[src/rtl/fifo_reader.sv]
// Read-side consumer for the dual-clock handoff FIFO: pulses fifo_rd once per word, waits for
// fifo_empty_n to drop, packs WORDS words per beat and offers each beat on a valid/ready port.
module fifo_reader #(
  parameter int unsigned BUS_WIDTH   = 16,
  parameter int unsigned WORDS       = 2,
  parameter int unsigned ACK_TIMEOUT = 15
) (
  input  logic                          rd_clk,
  input  logic                          rst_n,
  input  logic [BUS_WIDTH-1:0]          fifo_rd_data,
  input  logic                          fifo_empty_n,
  output logic                          fifo_rd,
  input  logic                          flush,
  output logic [BUS_WIDTH*WORDS-1:0]    out_data,
  output logic                          out_valid,
  input  logic                          out_ready,
  output logic [$clog2(WORDS+1)-1:0]    word_idx,
  output logic                          ack_err
);

  localparam int unsigned IdxW  = $clog2(WORDS + 1);
  localparam int unsigned BeatW = BUS_WIDTH * WORDS;

  typedef enum logic [1:0] {StIdle, StRead, StWaitLow} state_e;

  state_e           state_q, state_d;
  logic             fifo_rd_q, fifo_rd_d;
  logic [7:0]       cnt_q, cnt_d;
  logic             ack_err_q, ack_err_d;
  logic [BeatW-1:0] asm_q, asm_d;
  logic             asm_full_q, asm_full_d;
  logic [IdxW-1:0]  idx_q, idx_d;
  logic [BeatW-1:0] out_data_q, out_data_d;
  logic             out_valid_q, out_valid_d;
  logic             xfer;

  // Assembly moves to the output register whenever that register is free or being drained.
  assign xfer = asm_full_q && (!out_valid_q || out_ready);

  always_comb begin
    state_d     = state_q;
    fifo_rd_d   = fifo_rd_q;
    cnt_d       = cnt_q;
    ack_err_d   = ack_err_q;
    asm_d       = asm_q;
    asm_full_d  = asm_full_q;
    idx_d       = idx_q;
    out_data_d  = out_data_q;
    out_valid_d = out_valid_q;

    case (state_q)
      StIdle: begin
        if (fifo_empty_n && !asm_full_q) begin
          fifo_rd_d = 1'b1;
          state_d   = StRead;
        end
      end
      StRead: begin
        if (!flush) begin
          asm_d[int'(idx_q)*BUS_WIDTH +: BUS_WIDTH] = fifo_rd_data;
          if (idx_q == IdxW'(WORDS - 1)) begin
            asm_full_d = 1'b1;
            idx_d      = '0;
          end else begin
            idx_d = idx_q + IdxW'(1);
          end
        end
        fifo_rd_d = 1'b0;
        cnt_d     = '0;
        state_d   = StWaitLow;
      end
      StWaitLow: begin
        // Only a falling empty_n re-arms the read, so one word is never consumed twice.
        if (!fifo_empty_n) begin
          state_d = StIdle;
        end else begin
          if (cnt_q != 8'(ACK_TIMEOUT)) begin
            cnt_d = cnt_q + 8'd1;
          end
          if (cnt_d == 8'(ACK_TIMEOUT)) begin
            ack_err_d = 1'b1;
          end
        end
      end
      default: state_d = StIdle;
    endcase

    if (xfer) begin
      out_data_d  = asm_q;
      out_valid_d = 1'b1;
      asm_full_d  = 1'b0;
    end else if (out_valid_q && out_ready) begin
      out_valid_d = 1'b0;
    end

    // A same-cycle transfer has already taken the full assembly, so it survives the flush.
    if (flush) begin
      idx_d = '0;
      asm_d = '0;
      if (!xfer) begin
        asm_full_d = 1'b0;
      end
    end
  end

  always_ff @(posedge rd_clk) begin
    if (!rst_n) begin
      state_q     <= StIdle;
      fifo_rd_q   <= 1'b0;
      cnt_q       <= '0;
      ack_err_q   <= 1'b0;
      asm_q       <= '0;
      asm_full_q  <= 1'b0;
      idx_q       <= '0;
      out_data_q  <= '0;
      out_valid_q <= 1'b0;
    end else begin
      state_q     <= state_d;
      fifo_rd_q   <= fifo_rd_d;
      cnt_q       <= cnt_d;
      ack_err_q   <= ack_err_d;
      asm_q       <= asm_d;
      asm_full_q  <= asm_full_d;
      idx_q       <= idx_d;
      out_data_q  <= out_data_d;
      out_valid_q <= out_valid_d;
    end
  end

  assign fifo_rd   = fifo_rd_q;
  assign out_data  = out_data_q;
  assign out_valid = out_valid_q;
  assign word_idx  = idx_q;
  assign ack_err   = ack_err_q;

endmodule

[config.mk]
export PLATFORM = sky130hd
export DESIGN_NAME = fifo_reader
export DESIGN_NICKNAME = d
export VERILOG_FILES = /design/src/rtl/fifo_reader.sv
export SDC_FILE = /design/constraint.sdc
export NUM_CORES = 1
export LEC_CHECK = 0
export CAP_MARGIN = 30
export CORE_MARGIN = 1.5
export CORE_UTILIZATION = 26
export CTS_CLUSTER_SIZE = 30
export DETAILED_ROUTE_END_ITERATION = 7
export GPL_TIMING_DRIVEN = 1
export PLACE_DENSITY = 0.46
export SETUP_SLACK_MARGIN = 0.4
export SYNTH_ARGS = -nofsm -noshare
export SYNTH_HDL_FRONTEND = slang
export SYNTH_SLANG_ARGS = --single-unit
[constraint.sdc]
create_clock -name rd_clk -period 4.9 [get_ports rd_clk]
set_input_delay 0.98 -clock rd_clk [delete_from_list [all_inputs] [get_ports rd_clk]]
set_output_delay 0.98 -clock rd_clk [all_outputs]
set_load 0.02 [all_outputs]
# [Word-level counts from Yosys, hierarchy flattened]
# Cells that the tools add are included.
[op_classes] add_sub_neg=3 n_mul=0 div=0 n_lt_le_gt_ge=0 n_eq_ne=8 shifts=2 mux=19 bitwise=1 reduce_logical=15
[op_table] op="6-bit negation with 34-bit output" n=1
[op_table] op="16-bit by 34-bit variable shift with 32-bit output (first input constant)" n=1
[op_table] op="16-bit by 34-bit indexed part select with 32-bit output" n=1
[op_table] op="32-bit bitwise mux" n=1
[op_table] op="8-bit two-way mux" n=4
[op_table] op="8-bit case mux with 2 select lines" n=1
[op_table] op="8-bit by 1-bit adder with 8-bit output (second input constant)" n=1
[op_table] op="8-bit by 4-bit == test with 1-bit output (second input constant)" n=1
[op_table] op="1-bit two-way mux" n=8
[op_table] op="8-bit by 4-bit inequality test with 1-bit output (second input constant)" n=1
[op_table] op="2-bit two-way mux" n=3
[op_table] op="2-bit inequality test (second input constant)" n=3
[op_table] op="2-bit case mux with 3 select lines" n=1
[op_table] op="2-bit AND reduction" n=3
[op_table] op="2-bit nonzero test" n=3
[op_table] op="2-bit by 1-bit == test with 1-bit output (second input constant)" n=2
[op_table] op="1-bit logical AND" n=3
[op_table] op="3-bit AND reduction" n=1
[op_table] op="2-bit by 1-bit adder with 2-bit output (second input constant)" n=1
[op_table] op="2-bit == test (second input constant)" n=1
[op_table] op="1-bit logical NOT" n=2
[op_table] op="2-bit logical NOT" n=1
[op_table] op="1-bit case mux with 2 select lines" n=1
[op_table] op="2-bit OR reduction" n=1
[op_table] op="other kinds (2)" n=2
[totals] reg_bits=80 latchBits=0 ramBits=0 rom_bits=0 in_bits=21 output_inout_bits=37 wordCells=57 n_memories=0

# [Depth between registers and ports, before layout]
[logic_depth] ltp_word=6 ltp_mapped=8

# [Worst setup path before layout]
# OpenSTA, ideal clock, no wires.
[synth_path] kind="flip-flop to flip-flop" from="register idx_q[0], in the netlist word_idx[0]" to="register asm_q[10]" setup_ns=0.065 arrival_ns=1.940 required_time_ns=4.835 slack_ns=2.895 stages_incl_launch_ff=8 period_less_slack_ns=2.005 path_cell_list="dfxtp_1 > clkbuf_1 > inv_1 > ha_1 > nor4b_4 > buf_6 > a22oi_1 > nor2_1"
[synth_via] elab_chain_cells=3
[synth_rtl] item="start, declared" line_no="32" source="logic [IdxW-1:0] idx_q, idx_d;"
[synth_rtl] item="start signal, assigned" line_no="124" source="idx_q <= idx_d;"
[synth_rtl] item="6-bit negation with 34-bit output *" line_no="60" source="asm_d[int'(idx_q)*BUS_WIDTH +: BUS_WIDTH] = fifo_rd_data;"
[synth_rtl] item="16-bit by 34-bit indexed part select with 32-bit output or 16-bit by 34-bit variable shift with 32-bit output (tied branches)" line_no="60"
[synth_rtl] item="32-bit bitwise mux *" line_no="60"
[synth_rtl] item="end signal, assigned" line_no="122" source="asm_q <= asm_d;"
[synth_rtl] item="end, declared" line_no="30" source="logic [BeatW-1:0] asm_q, asm_d;"
# Every way passes the cells marked *; elsewhere a longest branch is shown, timed or not.
# A chain may end at the register's enable or synchronous reset.

# [Worst setup path after layout]
[layout_path] from="input port rst_n" to="register cnt_q[7]"
[layout_lines] item="start, declared" line_no="9" source="input logic rst_n,"
[layout_lines] item="end signal, assigned" line_no="120" source="cnt_q <= cnt_d;"
[layout_lines] item="end, declared" line_no="28" source="logic [7:0] cnt_q, cnt_d;"
# No word-level cell between the ends.

==> impl_metrics.toml <==
[status]
status = "complete, no violations"

[sta]
slew_headroom = 0.3797
final-setup-viol-count = 0
rsz0062_at_grt = "false"
slew_viol_final = 0
hold-worst-slack_ns = 0.4511
hold_viol_final = 0
min_period_over_period = 0.6059
period_needed_ns = 2.969
tightest_slew_ns = 0.9254
skew_ns = 0.008205
fmax_mhz = 336.8
timing.setup.tns_ns = 0

[logic_synthesis]
synth_nets = 390
synth_ff_type = "dfxtp_1"
async_reset_ff_frac = 0
synth-seq-cells = 80
yosysSeqAreaShare = 0.4996
syn_area_per_cell_um2 = 8.831
ys_warn_count = 0
postSynthCellCount = 363
synth_area_um2 = 3206
synth_edf_count = 0
yosysUniqueCellTypes = 43

[place]
gp_congestion = 0.8519
hpwlAfterDp_um = 5726
io_buffers = 57
dp.cells = 549
place_area_um2 = 3916

[grt]
grt_pass1_vias = 2455
grt_use_total = 0.1298
grt_pass1_wl_um = 12920
grt_max_degree = 30
grt-ovfl-total = 0
antenna_found_initial = 0

[setup_path]
worst_path_max_delay_cell = "clkdlybuf4s50_1"
cp_top_family = "buffers and inverters"
endpoint_kind = "register"
crit_chain = "clkdlybuf4s50_1, clkinv_1, a311oi_1"
cp.required_ns = 5.13
worst-path-buf-inv = 2
cp.arrival_ns = 3.20
cp-start-kind = "primary input"
crit_type = "in2reg"
slowest_delay_ns = 1.07
worstPathMaxFanout = 27

[clocking]
post_cts_buffers = 0
ctsResizeCount = 0
clk_pin_slew_ns = 0.07
htreeDepth = 3
clk_latency_ns = 0.34
root_buffer = "clkbuf_16"
cts_buffers = 9
cts.sinks = 80
clockBufferDepth = 2
cts_tree = "yes"
ctsHoldBuffers = 0

[cells_and_area]
layout-drive-gt1-share = 0.06938
area_growth_pct = 31.66
layout.nets = 440
instances_no_fill = 565
post-route-util = 0.3514
stdcell_area_um2 = 4220
final_cell_mix = "nand2_1 (80), dfxtp_1 (80), clkdlybuf4s50_1 (57), nor2_1 (36), a22oi_1 (28)"
n_antenna_cell = 0

[drt]
drc = 0
drtIter0Drc = 109
via_count = 2665
detail-route-antenna-nets = 0
vias_per_cell = 4.717
routedWlPerCell_um = 14.26
wl_um = 8059
drtPass1Iterations = 4

[floorplan]
fp.coreArea_um2 = 12010
initial_core_util = 0.2669
dieWidth_um = 114.0
die_area_um2 = 13000
die_y_um = 114.0
num_io_pins = 58
std_cell_rows = 40

[pwr]
switching_share = 0.2315
combPwrFrac = 0.047
p_int_mw = 1.087
leakage_nw = 1.391
p_seq_frac = 0.467
p_sw_mw = 0.3274
powerDensity_nw_per_um2 = 335.1
vdd_drop_max_v = 0.0001294
p_clk_frac = 0.486

[job]
cap_violations = 0

[min_path]
hold_path_class = "reg2reg"
## area by class of cell
cell class	instances	area (um^2)
Fill cell	1269	7791
Sequential cell	80	1602
Multi-Input combinational cell	257	1488
Timing Repair Buffer	61	628.1
Clock buffer	9	225.2
Tap cell	147	183.9
Clock inverter	7	78.83
Inverter	4	15.01
## final timing paths
check | slack (ns) | from | end | cells past startpoint
worst max-delay path | 1.93 | rst_n | cnt_q[7] | 3
worst max register to register | 2.50 | word_idx[0] | asm_q[25] | 5
worst min register to register | 0.45 | asm_q[28] | asm_q[28] | 2
worst min-delay path | 0.45 | asm_q[28] | asm_q[28] | 2
## power groups by stage
| stage | registers [mW] | logic [mW] | clock network [mW] |
|---|---|---|---|
| 2_1_floorplan | 0.675 | 0.0362 | 0 |
| 3_3_place_gp | 0.675 | 0.0676 | 0 |
| 3_5_place_dp | 0.675 | 0.0681 | 0 |
| 4_1_cts | 0.660 | 0.0684 | 0.706 |
| 5_1_grt | 0.661 | 0.0742 | 0.735 |
| 6_report | 0.660 | 0.0668 | 0.687 |
## tightest hold or removal path, cell delays in order, from the launching register on
cell     delay, ns
dfxtp_1       0.31
nand2_1       0.05
a21oi_1       0.05
## Yosys cell counts (all sizes together), types with 3 or more instances
master | number | share of area
a21boi | 21 | 0.049
a21oi | 27 | 0.042
a22oi | 29 | 0.069
and2 | 3 | 0.0059
buf | 6 | 0.013
clkbuf | 16 | 0.019
dfxtp | 80 | 0.50
ha | 6 | 0.023
inv | 3 | 0.0035
nand2 | 80 | 0.094
nand2b | 4 | 0.0078
nand3b | 3 | 0.016
nand4 | 5 | 0.0098
nor2 | 36 | 0.042
nor2b | 3 | 0.0059
nor3 | 8 | 0.014
o21ai | 6 | 0.0094
or4 | 3 | 0.0070
## metal layers
| layer | wire length [um] | vias up | GRT usage | part of all wire |
|---|---|---|---|---|
| li1 | - | 1364 | - | - |
| met4 | 145 | 0 | 0.05750 | 0.018 |
| met1 | 4058 | 1240 | 0.1819 | 0.50 |
| met3 | 301 | 12 | 0.02657 | 0.037 |
| met5 | 0 | - | 0 | 0 |
| met2 | 3553 | 49 | 0.1928 | 0.44 |
## registers in the layout (all words and copies together), names as in the netlist
signal	flops
word_idx	2
out_valid	1
state_q	2
asm_full_q	1
ack_err	1
fifo_rd	1
cnt_q	8
out_data	32
asm_q	32
## kinds of logic after synthesis
group	count (synthesis)	synth area share
and+or+nand+nor	155	0.2346
AOI/OAI and AO/OA	92	0.1948
DFF	80	0.4996
buffers and inverters	26	0.03630
adders and majority gates	6	0.02342
xor gates and xnor gates	3	0.008198
muxes	1	0.003123
## metrics by stage
step / setup slack, ns / power (mW)
after global placement: 1.600 / 0.7428
after floorplan: 2.895 / 0.7108
after global routing: 1.658 / 1.470
final: 1.931 / 1.414
after detailed placement: 1.481 / 0.7434
after CTS: 1.868 / 1.435
Power figures use the tool's default switching activity.
